### src/rtl/ram_bank_pkg.sv
// ram_bank_pkg: shared types and helpers for the RAM bank ring controller.
//   wr_state_t / rd_state_t : write-side and read-side handshake FSM states
//   MAX_RETRY_DEFAULT       : default number of send attempts per frame
//   sat_inc8                : 8-bit increment that sticks at 255
//   bank_base               : bank index -> RAM byte base address
package ram_bank_pkg;

   typedef enum logic [1:0] {
      W_IDLE = 2'd0,
      W_MAKE = 2'd1,
      W_REL  = 2'd2
   } wr_state_t;

   typedef enum logic [1:0] {
      R_IDLE = 2'd0,
      R_SEND = 2'd1,
      R_REL  = 2'd2
   } rd_state_t;

   localparam int MAX_RETRY_DEFAULT = 3;

   function automatic logic [7:0] sat_inc8(input logic [7:0] value);
      logic [7:0] result;
      if (value == 8'hFF) begin
         result = value;
      end else begin
         result = value + 8'd1;
      end
      return result;
   endfunction

   // Banks are equal power-of-two slices, so the base is the index shifted
   // up by the bank-offset width.
   function automatic logic [31:0] bank_base(input logic [31:0] ptr, input int shift);
      return ptr << shift;
   endfunction

endpackage

### src/rtl/ram_bank_ctrl_bank_ring.sv
// bank_ring: ring bookkeeping for the banked frame buffer.
//   clk, rst_n        : clock, synchronous active-low reset
//   alloc, alloc_len  : reserve the bank at wr_ptr and record its length
//   commit            : bank at wr_ptr is filled; advance wr_ptr, full++
//   free              : bank at rd_ptr is done; advance rd_ptr, full--, used--
//   wr_ptr, rd_ptr    : fill and send bank indices
//   used, full        : banks reserved (filling+full+sending), banks full
//   rd_len            : stored length of the bank at rd_ptr
module bank_ring
   import ram_bank_pkg::*;
#(
   parameter int BANK_BITS = 2
) (
   input  logic                 clk,
   input  logic                 rst_n,
   input  logic                 alloc,
   input  logic [11:0]          alloc_len,
   input  logic                 commit,
   input  logic                 free,
   output logic [BANK_BITS-1:0] wr_ptr,
   output logic [BANK_BITS-1:0] rd_ptr,
   output logic [BANK_BITS:0]   used,
   output logic [BANK_BITS:0]   full,
   output logic [11:0]          rd_len
);

   localparam int NBANK = 2**BANK_BITS;

   logic [BANK_BITS-1:0] wr_ptr_r;
   logic [BANK_BITS-1:0] rd_ptr_r;
   logic [BANK_BITS:0]   used_r;
   logic [BANK_BITS:0]   full_r;
   logic [11:0]          blen_r [NBANK];

   // Pointer, occupancy and length-table update; simultaneous strobes net out.
   always_ff @(posedge clk) begin
      if (!rst_n) begin
         wr_ptr_r <= {BANK_BITS{1'b0}};
         rd_ptr_r <= {BANK_BITS{1'b0}};
         used_r   <= {(BANK_BITS+1){1'b0}};
         full_r   <= {(BANK_BITS+1){1'b0}};
         for (int i = 0; i < NBANK; i++) begin
            blen_r[i] <= 12'd0;
         end
      end else begin
         if (alloc) begin
            blen_r[wr_ptr_r] <= alloc_len;
         end
         if (commit) begin
            wr_ptr_r <= wr_ptr_r + {{(BANK_BITS-1){1'b0}}, 1'b1};
         end
         if (free) begin
            rd_ptr_r <= rd_ptr_r + {{(BANK_BITS-1){1'b0}}, 1'b1};
         end
         used_r <= used_r + {{BANK_BITS{1'b0}}, alloc}  - {{BANK_BITS{1'b0}}, free};
         full_r <= full_r + {{BANK_BITS{1'b0}}, commit} - {{BANK_BITS{1'b0}}, free};
      end
   end

   assign wr_ptr = wr_ptr_r;
   assign rd_ptr = rd_ptr_r;
   assign used   = used_r;
   assign full   = full_r;
   assign rd_len = blen_r[rd_ptr_r];

endmodule

### src/rtl/ram_bank_ctrl.sv
// ram_bank_ctrl: ping-pong/ring sequencer between data_make (writer) and
// com (reader) over a RAM split into 2**BANK_BITS equal banks.
//   clk, rst_n             : clock, synchronous active-low reset
//   fill_req, fill_dlen    : new-frame pulse and its byte length
//   fs_make, make_addr     : start writer into bank at make_addr
//   fd_make                : writer done
//   fs_send, send_addr,
//   send_dlen              : start reader on bank at send_addr, send_dlen bytes
//   fd_send, fd_txer       : reader done, with error flag
//   bank_used              : banks filling, full or sending
//   drop_cnt, err_cnt      : saturating counts of rejected / discarded frames
module ram_bank_ctrl
   import ram_bank_pkg::*;
#(
   parameter int ADDR_W    = 12,
   parameter int BANK_BITS = 2,
   parameter int MAX_RETRY = MAX_RETRY_DEFAULT
) (
   input  logic              clk,
   input  logic              rst_n,
   input  logic              fill_req,
   input  logic [11:0]       fill_dlen,
   output logic              fs_make,
   output logic [ADDR_W-1:0] make_addr,
   input  logic              fd_make,
   output logic              fs_send,
   output logic [ADDR_W-1:0] send_addr,
   output logic [11:0]       send_dlen,
   input  logic              fd_send,
   input  logic              fd_txer,
   output logic [BANK_BITS:0] bank_used,
   output logic [7:0]        drop_cnt,
   output logic [7:0]        err_cnt
);

   localparam int                 NBANK       = 2**BANK_BITS;
   localparam int                 SHIFT       = ADDR_W - BANK_BITS;
   localparam logic [12:0]        BSZ         = 13'(2**SHIFT);
   localparam logic [BANK_BITS:0] NBANK_V     = NBANK[BANK_BITS:0];
   localparam logic [7:0]         MAX_RETRY_V = 8'(MAX_RETRY);

   wr_state_t wr_state_r, wr_next_s;
   rd_state_t rd_state_r, rd_next_s;

   logic                 accept_s, drop_s, commit_s;
   logic                 load_s, free_s, retry_inc_s, err_s;
   logic [11:0]          clamp_len_s;
   logic [BANK_BITS-1:0] wr_ptr_s, rd_ptr_s;
   logic [BANK_BITS:0]   used_s, full_s;
   logic [11:0]          rd_len_s;

   logic              fs_make_r, fs_send_r;
   logic [ADDR_W-1:0] make_addr_r, send_addr_r;
   logic [11:0]       send_dlen_r;
   logic [7:0]        retry_r, drop_cnt_r, err_cnt_r;

   bank_ring #(.BANK_BITS(BANK_BITS)) u_ring (
      .clk       (clk),
      .rst_n     (rst_n),
      .alloc     (accept_s),
      .alloc_len (clamp_len_s),
      .commit    (commit_s),
      .free      (free_s),
      .wr_ptr    (wr_ptr_s),
      .rd_ptr    (rd_ptr_s),
      .used      (used_s),
      .full      (full_s),
      .rd_len    (rd_len_s)
   );

   // Frame length is limited to one bank.
   always_comb begin
      clamp_len_s = fill_dlen;
      if ({1'b0, fill_dlen} > BSZ) begin
         clamp_len_s = BSZ[11:0];
      end else begin
         clamp_len_s = fill_dlen;
      end
   end

   // Write FSM next state, acceptance and drop decision (uses pre-update used).
   always_comb begin
      wr_next_s = wr_state_r;
      accept_s  = 1'b0;
      drop_s    = 1'b0;
      commit_s  = 1'b0;
      case (wr_state_r)
         W_IDLE: begin
            if (fill_req && (fill_dlen != 12'd0)) begin
               if (used_s == NBANK_V) begin
                  drop_s = 1'b1;
               end else begin
                  accept_s  = 1'b1;
                  wr_next_s = W_MAKE;
               end
            end else begin
               wr_next_s = W_IDLE;
            end
         end
         W_MAKE: begin
            drop_s = fill_req;
            if (fd_make) begin
               commit_s  = 1'b1;
               wr_next_s = W_REL;
            end else begin
               wr_next_s = W_MAKE;
            end
         end
         W_REL: begin
            drop_s = fill_req;
            if (!fd_make) begin
               wr_next_s = W_IDLE;
            end else begin
               wr_next_s = W_REL;
            end
         end
         default: begin
            wr_next_s = W_IDLE;
         end
      endcase
   end

   // Read FSM next state and send-result handling; a kept bank is re-sent
   // from R_IDLE because rd_ptr does not move.
   always_comb begin
      rd_next_s   = rd_state_r;
      load_s      = 1'b0;
      free_s      = 1'b0;
      retry_inc_s = 1'b0;
      err_s       = 1'b0;
      case (rd_state_r)
         R_IDLE: begin
            if (full_s != {(BANK_BITS+1){1'b0}}) begin
               load_s    = 1'b1;
               rd_next_s = R_SEND;
            end else begin
               rd_next_s = R_IDLE;
            end
         end
         R_SEND: begin
            if (fd_send) begin
               rd_next_s = R_REL;
               if (!fd_txer) begin
                  free_s = 1'b1;
               end else if ((retry_r + 8'd1) < MAX_RETRY_V) begin
                  retry_inc_s = 1'b1;
               end else begin
                  free_s = 1'b1;
                  err_s  = 1'b1;
               end
            end else begin
               rd_next_s = R_SEND;
            end
         end
         R_REL: begin
            if (!fd_send) begin
               rd_next_s = R_IDLE;
            end else begin
               rd_next_s = R_REL;
            end
         end
         default: begin
            rd_next_s = R_IDLE;
         end
      endcase
   end

   // FSM state registers.
   always_ff @(posedge clk) begin
      if (!rst_n) begin
         wr_state_r <= W_IDLE;
         rd_state_r <= R_IDLE;
      end else begin
         wr_state_r <= wr_next_s;
         rd_state_r <= rd_next_s;
      end
   end

   // Registered handshake outputs; addresses/length latch on entry so they
   // stay stable for the whole fs pulse.
   always_ff @(posedge clk) begin
      if (!rst_n) begin
         fs_make_r   <= 1'b0;
         fs_send_r   <= 1'b0;
         make_addr_r <= {ADDR_W{1'b0}};
         send_addr_r <= {ADDR_W{1'b0}};
         send_dlen_r <= 12'd0;
      end else begin
         fs_make_r <= (wr_next_s == W_MAKE);
         fs_send_r <= (rd_next_s == R_SEND);
         if (accept_s) begin
            make_addr_r <= ADDR_W'(bank_base(32'(wr_ptr_s), SHIFT));
         end
         if (load_s) begin
            send_addr_r <= ADDR_W'(bank_base(32'(rd_ptr_s), SHIFT));
            send_dlen_r <= rd_len_s;
         end
      end
   end

   // Retry tracking and saturating event counters.
   always_ff @(posedge clk) begin
      if (!rst_n) begin
         retry_r    <= 8'd0;
         drop_cnt_r <= 8'd0;
         err_cnt_r  <= 8'd0;
      end else begin
         if (free_s) begin
            retry_r <= 8'd0;
         end else if (retry_inc_s) begin
            retry_r <= retry_r + 8'd1;
         end
         if (drop_s) begin
            drop_cnt_r <= sat_inc8(drop_cnt_r);
         end
         if (err_s) begin
            err_cnt_r <= sat_inc8(err_cnt_r);
         end
      end
   end

   assign fs_make   = fs_make_r;
   assign fs_send   = fs_send_r;
   assign make_addr = make_addr_r;
   assign send_addr = send_addr_r;
   assign send_dlen = send_dlen_r;
   assign bank_used = used_s;
   assign drop_cnt  = drop_cnt_r;
   assign err_cnt   = err_cnt_r;

endmodule
### config.mk
export PLATFORM = sky130hd
export DESIGN_NAME = ram_bank_ctrl
export DESIGN_NICKNAME = d
export VERILOG_FILES = /design/src/rtl/ram_bank_pkg.sv /design/src/rtl/ram_bank_ctrl_bank_ring.sv /design/src/rtl/ram_bank_ctrl.sv
export SDC_FILE = /design/constraint.sdc
export NUM_CORES = 1
export LEC_CHECK = 0
export BUFFER_PORTS_ARGS = -buffer_cell sky130_fd_sc_hd__buf_2
export CAP_MARGIN = 10
export CORE_MARGIN = 2
export CORE_UTILIZATION = 30
export CTS_BUF_LIST = sky130_fd_sc_hd__clkbuf_4 sky130_fd_sc_hd__clkbuf_8
export CTS_CLUSTER_SIZE = 12
export DETAILED_ROUTE_END_ITERATION = 16
export PLACE_DENSITY = 0.49
export SYNTH_ARGS = -nofsm -noshare
export SYNTH_HDL_FRONTEND = slang
export SYNTH_SLANG_ARGS = --single-unit
### constraint.sdc
create_clock -name clk -period 8.59 [get_ports clk]
set_input_delay 0.4295 -clock clk [delete_from_list [all_inputs] [get_ports clk]]
set_output_delay 0.4295 -clock clk [all_outputs]
set_load 0.02 [all_outputs]
==> flow_metrics.py, run 1 <==
metrics = {
    "layout": {
        "final_util": 0.348,
        "drive_gt1_frac": 0.188,
        "finalNetCount": 526,
        "num_antenna_cells": 0,
        "syn2layout_area_growth_pct": 13.1,
    },
    "die": {
        "die_y_um": 129,
        "rows": 45,
        "core-area_um2": 15300,
        "initial_core_util": 0.308,
        "die-area_um2": 16800,
        "ioPinCount": 75,
        "die_w_um": 129,
    },
    "clock_network": {
        "cts_setup_buffers": 0,
        "ctsResizeCount": 0,
        "tritoncts": "done",
        "root_buffer": "clkbuf_8",
        "h-tree-depth": 3,
        "clk_pin_slew_ps": 110,
        "clockBufferDepth": 2,
        "hold_buffers": 0,
        "cts_buffers": 9,
        "cts.sinks": 104,
        "insertion_delay_ps": 380,
    },
    "synth": {
        "async_flop_share": 0,
        "yosysWarningCount": 0,
        "ys_ff_latch": 104,
        "synth_top_flop_cell": "dfxtp_1",
        "synth-edff-count": 48,
        "synth_cell_types": 48,
        "syn_area_per_cell_um2": 10.7,
        "yosysSeqAreaShare": 0.543,
        "synthCells": 441,
        "netlist_area_um2": 4720,
    },
    "sta": {
        "setup_viol": 0,
        "hold_viol": 0,
        "fin_skew_ps": 12.9,
        "min_period_ps": 3070,
        "period_share": 0.357,
        "slew_violations": 0,
        "rsz0062_at_grt": "no",
        "worst_slack_ps": 5520,
        "fmax_mhz": 326,
        "relSlewSlack": 0.343,
        "worst_pin_slew_ps": 985,
        "whs_ps": 316,
        "tns_ps": 0,
    },
    "pwr": {
        "p_per_area_nw_per_um2": 216,
        "total_power_mw": 1.15,
        "p_leak_nw": 2.08,
        "vdd_drop_max_mv": 0.0701,
    },
    "route": {
        "vias": 3245,
        "firstDrtPassIters": 4,
        "antenna_left": 0,
        "drt_wl_total_um": 10200,
        "wl_per_cell_um": 14.4,
        "via_per_inst": 4.57,
        "drc": 0,
        "drtIter0Drc": 226,
    },
    "critical_path": {
        "regToRegStartpoint": "retry_r[0]$_SDFFE_PP0P_",
        "critPathRequiredTime_ps": 8830,
        "crit_type": "reg -> reg",
        "critPathLaunchType": "flip-flop",
        "cp-startpoint": "retry_r[0]$_SDFFE_PP0P_",
        "path_max_fanout": 6,
        "cp.arrival_ps": 3310,
        "critPathCaptureType": "flip-flop",
    },
    "placed_design": {
        "gp_congestion": 0.759,
        "port_buffers": 54,
        "dpl.hpwl_um": 7210,
        "post-place-ws_ps": 5510,
    },
    "grt": {
        "grt_pass1_wl_um": 16500,
        "grt_pass1_vias": 3076,
        "gr-total-overflow": 0,
        "grt_max_degree": 43,
        "grt.total_usage": 0.130,
        "antenna_found_initial": 0,
    },
    "job": {
        "cap_violations": 0,
    },
    "status": {
        "status": "completed",
    },
    "worst_hold_path": {
        "worst_hold_path_type": "in -> reg",
        "hold_start": "fd_send",
    },
}
## sequential cells by signal, summed over array words and instances (netlist names), 3 cells and up
| name | cells |
|---|---|
| u_ring.used | 3 |
| u_ring.blen_r | 48 |
| err_cnt | 8 |
| send_dlen | 12 |
| u_ring.full | 3 |
| drop_cnt | 8 |
| retry_r | 8 |
## power breakdown
group | switching, mW | leakage (nW) | internal [mW] | total, mW
clock | 0.192 | 0.0962 | 0.114 | 0.306
combinational | 0.159 | 1.04 | 0.0846 | 0.243
sequential | 0.0341 | 0.949 | 0.567 | 0.601
total | 0.384 | 2.08 | 0.766 | 1.15
## logic make-up (layout without fill, tap and decap cells)
family	Yosys count	after routing	synth area share
other cells	1	24	0.000795
simple gates	187	187	0.200
compound gates	48	48	0.0578
fa+ha+maj	14	14	0.0403
mux	14	14	0.0615
flops	104	104	0.543
xor+xnor	20	20	0.0371
buf+inv	53	88	0.0599
## layout make-up
| cell class | count | area [um2] |
|---|---|---|
| Sequential cell | 104 | 2560 |
| Fill cell | 1599 | 9980 |
| Inverter | 14 | 52.6 |
| Clock inverter | 7 | 67.6 |
| Clock buffer | 9 | 124 |
| Tap cell | 211 | 264 |
| Multi-Input combinational cell | 307 | 1970 |
| Timing Repair Buffer | 58 | 300 |
## placed cells by master (no fill, tap or decap), types with 2 or more instances in the layout
cell type   n
nor2_1     35
mux2i_1     2
inv_2       2
conb_1     24
nor3_1     12
and2_1     27
inv_1      12
edfxtp_1   48
dfxtp_1    56
o21ai_1     7
ha_1       12
xor2_1     12
nor4_1      3
and3_1     13
a21oi_1    26
buf_4       4
inv_8       3
o31ai_1     3
nand2b_1    3
xnor2_1     8
nor3b_1     2
o21ai_0     4
clkbuf_8    9
mux4_2     12
or4_1       2
or3_1       7
buf_2      54
nand3_1    11
nand4_1     5
nand2_1    57
fa_1        2
inv_6       2
## synth_stat cells, types with 3 or more instances
master	count	area, um2
xor2_1	12	105
mux4_2	12	270
nand2_1	57	214
ha_1	12	150
dfxtp_1	56	1120
and3_1	13	81.3
or3_1	7	43.8
a21oi_1	26	130
edfxtp_1	48	1440
nor4_1	3	18.8
nand2b_1	3	18.8
o31ai_1	3	22.5
o21ai_1	7	35.0
clkbuf_1	17	63.8
nor3_1	13	65.1
inv_1	12	45.0
xnor2_1	8	70.1
o21ai_0	4	20.0
nand3_1	11	55.1
nor2_1	35	131
and2_1	27	169
nand4_1	5	31.3
buf_4	20	150
## stage by stage
step	cells	instance area, um2
floorplan	464	4810
global placement	694	5140
detailed placement	694	5140
CTS	710	5340
global route	710	5340
finish	710	5340
## per-layer routing
metal | global-route usage | part of all wire | vias to the layer above
li1 | - | - | 1606
met1 | 0.176 | 0.50 | 1562
met2 | 0.202 | 0.45 | 65
met3 | 0.0264 | 0.037 | 12
met4 | 0.0569 | 0.019 | 0
met5 | 0 | 0 | -
## critical path: stages (launching register included)
cell and delay, ps:
dfxtp_1 430, ha_1 240, nand2_1 80, or3_1 320, nand4_2 110, nor2_1 110, a21oi_1 350, ha_1 300
inv_1 50, ha_1 130, inv_1 50, fa_1 370, xor2_1 190, xnor2_1 140, nor2_1 60
## worst paths after layout
check	endpoint	slack, ps	depth (start not counted)
worst max-delay path	u_ring.used[2]$_SDFF_PN0_	5520	14
worst min-delay path	rd_state_r[1]$_SDFF_PN0_	320	2
worst max register to register	u_ring.used[2]$_SDFF_PN0_	5520	14
worst min register to register	send_addr[11]$_SDFFE_PN0P_	460	2
Power figures use the tool's default switching activity.
==> inputs of run 2 (changes only) <==
--- a/config.mk
+++ b/config.mk
@@ -5,6 +5,7 @@
 export SDC_FILE = /design/constraint.sdc
 export NUM_CORES = 1
 export LEC_CHECK = 0
+export ABC_AREA = 1
 export BUFFER_PORTS_ARGS = -buffer_cell sky130_fd_sc_hd__buf_2
 export CAP_MARGIN = 10
 export CORE_MARGIN = 2
@@ -12,7 +13,7 @@
 export CTS_BUF_LIST = sky130_fd_sc_hd__clkbuf_4 sky130_fd_sc_hd__clkbuf_8
 export CTS_CLUSTER_SIZE = 12
 export DETAILED_ROUTE_END_ITERATION = 16
-export PLACE_DENSITY = 0.49
+export PLACE_DENSITY = 0.5
 export SYNTH_ARGS = -nofsm -noshare
 export SYNTH_HDL_FRONTEND = slang
 export SYNTH_SLANG_ARGS = --single-unit
==> constraint.sdc (replaced) <==
create_clock -name clk -period 2.79 [get_ports clk]
set_input_delay 0.1395 -clock clk [delete_from_list [all_inputs] [get_ports clk]]
set_output_delay 0.1395 -clock clk [all_outputs]
set_load 0.02 [all_outputs]
==> flow_metrics.py, run 2 <==
metrics = {
    "synth": {
        "syn_area_per_cell_um2": 8.91,
        "async_flop_share": 0,
        "yosysWarningCount": 0,
        "synth-edff-count": 48,
        "yosysTopAreaCellShare": 0.291,
        "synthCells": 555,
        "netlist_area_um2": 4950,
        "synth_top_flop_cell": "dfxtp_1",
        "synth.top_cells.by_count": "nor2_1 (107), nand2_1 (58), dfxtp_1 (56)",
        "synth_top_area_cell": "edfxtp_1",
        "yosysSeqAreaShare": 0.518,
        "synth_cell_types": 37,
        "ys_ff_latch": 104,
        "ys_top_cells_by_area": "edfxtp_1 (29%), dfxtp_1 (23%), nor2_1 (8.1%)",
        "yosysMostFrequentCell": "nor2_1",
    },
    "critical_path": {
        "cp.arrival_ps": 2860,
        "crit_type": "reg -> reg",
        "rr_endpoint": "u_ring.full[2]$_SDFF_PN0_",
        "critPathLaunchType": "flip-flop",
        "crit_buf_inv": 5,
        "crit_end": "u_ring.full[2]$_SDFF_PN0_",
        "max_stage_delay_ps": 400,
        "cp_num_cells": 18,
        "critPathRequiredTime_ps": 3050,
        "critical_path.slowest_cell": "dfxtp_4",
        "reg2reg_depth": 18,
        "crit_family": "adder cells",
        "cp-startpoint": "retry_r[0]$_SDFFE_PP0P_",
        "rrSetupSlack_ps": 190,
        "regToRegStartpoint": "retry_r[0]$_SDFFE_PP0P_",
        "critPathCaptureType": "flip-flop",
        "cp_cell_sequence": "inv_1, ha_2, inv_2, nand3_2, nor2_1, nand2_1, nor2_4, nand3_4, nand2_4, inv_4, ha_4, inv_1, ha_2, inv_2, fa_2, xor2_2, o21ai_1, a21oi_1",
        "path_max_fanout": 5,
    },
    "layout": {
        "finalNetCount": 653,
        "num_antenna_cells": 0,
        "nFillCells": 1696,
        "layout.cells.non_filler": 842,
        "drive_gt1_frac": 0.209,
        "seq_area_um2": 2570,
        "layout_common_cells": "nor2_1 (107), nand2_1 (58), dfxtp_1 (54), buf_2 (54), edfxtp_1 (48)",
        "multi_input_area_um2": 2110,
        "layout_commonest_cell": "nor2_1",
        "syn2layout_area_growth_pct": 16.4,
        "largest-register": "u_ring.blen_r",
        "largest_reg_flops": 48,
    },
    "pwr": {
        "total_power_mw": 4.14,
        "vdd_drop_max_mv": 0.281,
        "p_per_area_nw_per_um2": 720,
        "p_leak_nw": 2.41,
    },
    "route": {
        "drt_wl_total_um": 11100,
        "drtIter0Drc": 190,
        "antenna_left": 0,
        "firstDrtPassIters": 5,
        "via_per_inst": 4.48,
        "drc": 0,
        "wl_per_cell_um": 13.2,
        "vias": 3773,
    },
    "clock_network": {
        "cts.sinks": 104,
        "insertion_delay_ps": 370,
        "clockBufferDepth": 2,
        "clk_pin_slew_ps": 110,
        "tritoncts": "done",
        "cts_buffers": 9,
        "h-tree-depth": 3,
        "root_buffer": "clkbuf_8",
    },
    "sta": {
        "fmax_mhz": 385,
        "min_period_ps": 2600,
        "worst_slack_ps": 190,
        "relSlewSlack": 0.486,
        "period_share": 0.932,
        "fin_skew_ps": 11.8,
        "setup_viol": 0,
        "worst_pin_slew_ps": 770,
        "hold_viol": 0,
        "slew_violations": 0,
    },
    "grt": {
        "gr-total-overflow": 0,
        "grt_max_degree": 32,
        "grt.total_usage": 0.129,
        "antenna_found_initial": 0,
        "grt_pass1_wl_um": 18000,
        "grt_pass1_vias": 3600,
    },
    "job": {
        "cap_violations": 0,
    },
    "placed_design": {
        "post-place-ws_ps": -14.0,
        "gp_congestion": 0.790,
        "port_buffers": 54,
        "placed_cells": 824,
        "dpl.hpwl_um": 7730,
    },
    "die": {
        "ioPinCount": 75,
        "die_y_um": 132,
        "initial_core_util": 0.309,
        "rows": 46,
        "die_w_um": 132,
        "die-area_um2": 17500,
        "core-area_um2": 16000,
    },
    "worst_hold_path": {
        "worst_hold_path_type": "in -> reg",
    },
    "status": {
        "status": "completed",
    },
}
run 2: power breakdown:
| part | switching, mW | internal (mW) |
|---|---|---|
| registers | 0.128 | 1.81 |
| logic | 0.774 | 0.365 |
| clock network | 0.548 | 0.515 |
run 2: how the worst min path moves through the flow:
stage,cells past startpoint,endpoint,start,slack (ps)
floorplan,2,rd_state_r[1]$_SDFF_PN0_,fd_send,300
global placement,1,u_ring.full[2]$_SDFF_PN0_,u_ring.full[2]$_SDFF_PN0_,440
detailed placement,1,u_ring.full[2]$_SDFF_PN0_,u_ring.full[2]$_SDFF_PN0_,450
CTS,3,rd_state_r[1]$_SDFF_PN0_,fd_send,70
global route,3,rd_state_r[1]$_SDFF_PN0_,fd_send,70
finish,3,rd_state_r[1]$_SDFF_PN0_,fd_send,80
run 2: repair_timing:
item                       in CTS  in global routing
setup endpoints to repair       1                  1
gates resized for setup         3                 15
hold buffers                    0                  0
pin swaps                       0                  6
buffers inserted                0                  2
cloned                          0                  0
run 2: cell type report:
cell class | count | share of cell area
flip-flops and latches | 104 | 0.447
multi-input cells | 389 | 0.367
repair buffers | 71 | 0.0691
well taps | 216 | 0.0470
inverters | 46 | 0.0307
clock buffers | 9 | 0.0215
clock inverters | 7 | 0.0178
run 2: layer usage:
metal,GRT usage,share of wire
met1,0.170,0.47
met2,0.210,0.47
met3,0.0150,0.041
met4,0.0633,0.019
met5,0,0
run 2: stage by stage:
stage | area [um2] | hold slack (ps) | TNS (ps) | util
after detailed placement | 5450 | 446 | -14.0 | 0.340
final | 5760 | 81.0 | 0 | 0.360
after CTS | 5680 | 68.6 | 0 | 0.355
after global placement | 5450 | 435 | 0 | 0.340
after floorplan | 5030 | 304 | 0 | -
after global routing | 5760 | 74.5 | -18.5 | 0.360
run 2: tightest hold or removal path, delay by kind of cell:
| kind | cells | cell delay (ps) |
|---|---|---|
| compound gates | 1 | 70 |
| simple gates | 1 | 90 |
| buf+inv | 1 | 120 |
run 2: kinds of logic after synthesis:
family,after synthesis,synth area share
adder cells (fa/ha/maj),14,0.0385
buffers and inverters,85,0.0835
other,1,0.000758
AO/OA/AOI/OAI,94,0.105
AND/OR/NAND/NOR,239,0.222
XOR/XNOR,18,0.0319
flip-flops,104,0.518
==> inputs of run 3 (changes only) <==
--- a/config.mk
+++ b/config.mk
@@ -6,14 +6,14 @@
 export NUM_CORES = 1
 export LEC_CHECK = 0
 export ABC_AREA = 1
-export BUFFER_PORTS_ARGS = -buffer_cell sky130_fd_sc_hd__buf_2
 export CAP_MARGIN = 10
 export CORE_MARGIN = 2
 export CORE_UTILIZATION = 30
 export CTS_BUF_LIST = sky130_fd_sc_hd__clkbuf_4 sky130_fd_sc_hd__clkbuf_8
 export CTS_CLUSTER_SIZE = 12
 export DETAILED_ROUTE_END_ITERATION = 16
-export PLACE_DENSITY = 0.5
+export DONT_BUFFER_PORTS = 1
+export PLACE_DENSITY = 0.46
 export SYNTH_ARGS = -nofsm -noshare
 export SYNTH_HDL_FRONTEND = slang
 export SYNTH_SLANG_ARGS = --single-unit
==> flow_metrics.py, run 3 (same netlist as run 2, synthesis figures left out) <==
metrics = {
    "pwr": {
        "clkPwrFrac": 0.241,
        "switching_share": 0.350,
        "pwr-share-seq": 0.545,
        "intPower_mw": 2.55,
        "p_per_area_nw_per_um2": 715,
        "vdd_drop_max_mv": 0.237,
        "p_leak_nw": 2.17,
        "switching_power_mw": 1.38,
        "combPwrFrac": 0.214,
    },
    "layout": {
        "largest-register": "u_ring.blen_r",
        "finalNetCount": 604,
        "layout_common_cells": "nor2_1 (106), nand2_1 (58), dfxtp_1 (54)",
        "largest_reg_flops": 48,
        "drive_gt1_frac": 0.130,
        "layout_commonest_cell": "nor2_1",
        "num_antenna_cells": 0,
        "syn2layout_area_growth_pct": 11.1,
    },
    "sta": {
        "whs_ps": 30.2,
        "setup_viol": 0,
        "fin_skew_ps": 9.05,
        "worst_slack_ps": 183,
        "hold_viol": 0,
        "relSlewSlack": 0.288,
        "fmax_mhz": 384,
        "min_period_ps": 2610,
        "worst_pin_slew_ps": 1060,
        "slew_violations": 0,
        "period_share": 0.934,
    },
    "grt": {
        "grt.total_usage": 0.132,
        "antenna_found_initial": 0,
        "grt_pass1_vias": 3405,
        "grt_max_degree": 29,
        "grt_pass1_wl_um": 18300,
        "gr-total-overflow": 0,
    },
    "die": {
        "die_w_um": 132,
        "rows": 46,
        "die_y_um": 132,
        "ioPinCount": 75,
        "die-area_um2": 17500,
        "initial_core_util": 0.309,
        "core-area_um2": 16000,
    },
    "clock_network": {
        "insertion_delay_ps": 370,
        "clk_pin_slew_ps": 90,
        "root_buffer": "clkbuf_8",
        "cts.sinks": 104,
        "h-tree-depth": 3,
        "tritoncts": "done",
        "clockBufferDepth": 2,
        "cts_buffers": 9,
    },
    "route": {
        "antenna_left": 0,
        "via_per_inst": 4.55,
        "drt_wl_total_um": 11500,
        "drc": 0,
        "drtIter0Drc": 163,
        "firstDrtPassIters": 4,
        "vias": 3612,
        "wl_per_cell_um": 14.5,
    },
    "critical_path": {
        "critPathLaunchType": "flip-flop",
        "crit_type": "reg -> reg",
        "reg2reg_depth": 18,
        "crit_family": "adder cells",
        "rr_endpoint": "u_ring.full[2]$_SDFF_PN0_",
        "path_max_fanout": 4,
        "regToRegStartpoint": "retry_r[0]$_SDFFE_PP0P_",
        "max_stage_delay_ps": 390,
        "critPathRequiredTime_ps": 3090,
        "critPathMostFrequentCell": "inv_1",
        "cp_cell_sequence": "inv_1, ha_1, inv_1, nand3_2, nor2_2, nand2_1, nor2_4, nand3_4, nand2_4, inv_4, ha_4, inv_1, ha_1, inv_1, fa_2, xor2_2, buf_4, a21oi_1",
        "cp.arrival_ps": 2900,
        "crit_buf_inv": 6,
        "critical_path.slowest_cell": "dfxtp_4",
        "rrSetupSlack_ps": 180,
        "critPathCaptureType": "flip-flop",
    },
    "worst_hold_path": {
        "min_path_cells": 2,
        "holdPathEnd": "rd_state_r[1]$_SDFF_PN0_",
        "worst_hold_path_type": "in -> reg",
        "hold_start": "fd_send",
    },
    "placed_design": {
        "post-place-ws_ps": 66.0,
        "dpl.hpwl_um": 7760,
        "port_buffers": 0,
        "gp_congestion": 0.780,
    },
    "job": {
        "cap_violations": 0,
    },
    "status": {
        "status": "completed",
    },
}
-- run 3: per-layer routing --
layer	global-route usage	vias up	share of wire
met4	0.0591	0	0.021
met2	0.214	68	0.48
met1	0.174	1695	0.47
met3	0.0215	18	0.035
li1	-	1831	-
met5	0	-	0
-- run 3: how the worst max path moves through the flow --
stage,slack [ps],startpoint,depth (start not counted),to
final,180,retry_r[0]$_SDFFE_PP0P_,18,u_ring.full[2]$_SDFF_PN0_
after floorplan,210,retry_r[0]$_SDFFE_PP0P_,16,u_ring.full[2]$_SDFF_PN0_
after global routing,-9,retry_r[1]$_SDFFE_PP0P_,18,u_ring.full[2]$_SDFF_PN0_
after CTS,5,retry_r[0]$_SDFFE_PP0P_,16,u_ring.full[2]$_SDFF_PN0_
after global placement,140,retry_r[0]$_SDFFE_PP0P_,16,u_ring.full[2]$_SDFF_PN0_
after detailed placement,70,retry_r[0]$_SDFFE_PP0P_,18,u_ring.full[2]$_SDFF_PN0_
-- run 3: power by group through the flow --
stage	registers (mW)	clock network, mW	logic, mW
2_1_floorplan	2.11	0	0.638
3_3_place_gp	2.17	0	0.776
3_5_place_dp	2.18	0	0.789
4_1_cts	2.14	0.986	0.805
5_1_grt	2.17	1.04	0.961
6_report	2.14	0.947	0.842
-- run 3: stage by stage --
step	utilization	TNS [ps]	cells	power, mW	instance area (um2)
finish	0.343	0	793	3.93	5500
global route	0.343	-8.80	793	4.17	5500
CTS	0.337	0	788	3.93	5400
detailed placement	0.323	0	769	2.97	5170
global placement	0.323	0	769	2.95	5170
floorplan	-	0	578	2.75	5030
-- run 3: cell type report --
cell class	instances	area, um2
fillers	1669	10500
flip-flops and latches	104	2570
multi-input cells	389	2110
well taps	216	270
inverters	46	176
repair buffers	22	173
clock buffers	12	153
clock inverters	4	43.8
-- run 3: worst register-to-register path, stage by stage, from the launching register on --
cell	delay, ps
dfxtp_4	390
inv_1	50
ha_1	180
inv_1	60
nand3_2	60
nor2_2	100
nand2_1	90
nor2_4	150
nand3_4	100
nand2_4	90
inv_4	50
ha_4	220
inv_1	50
ha_1	130
inv_1	50
fa_2	370
xor2_2	160
buf_4	130
a21oi_1	120
-- run 3: what timing repair did --
action | in CTS | in global routing
hold buffers | 3 | 0
setup buffers | 0 | 5
gates resized for setup | 0 | 14
hold endpoints to repair | 35 | 0
endpoints found under the setup margin | 0 | 3
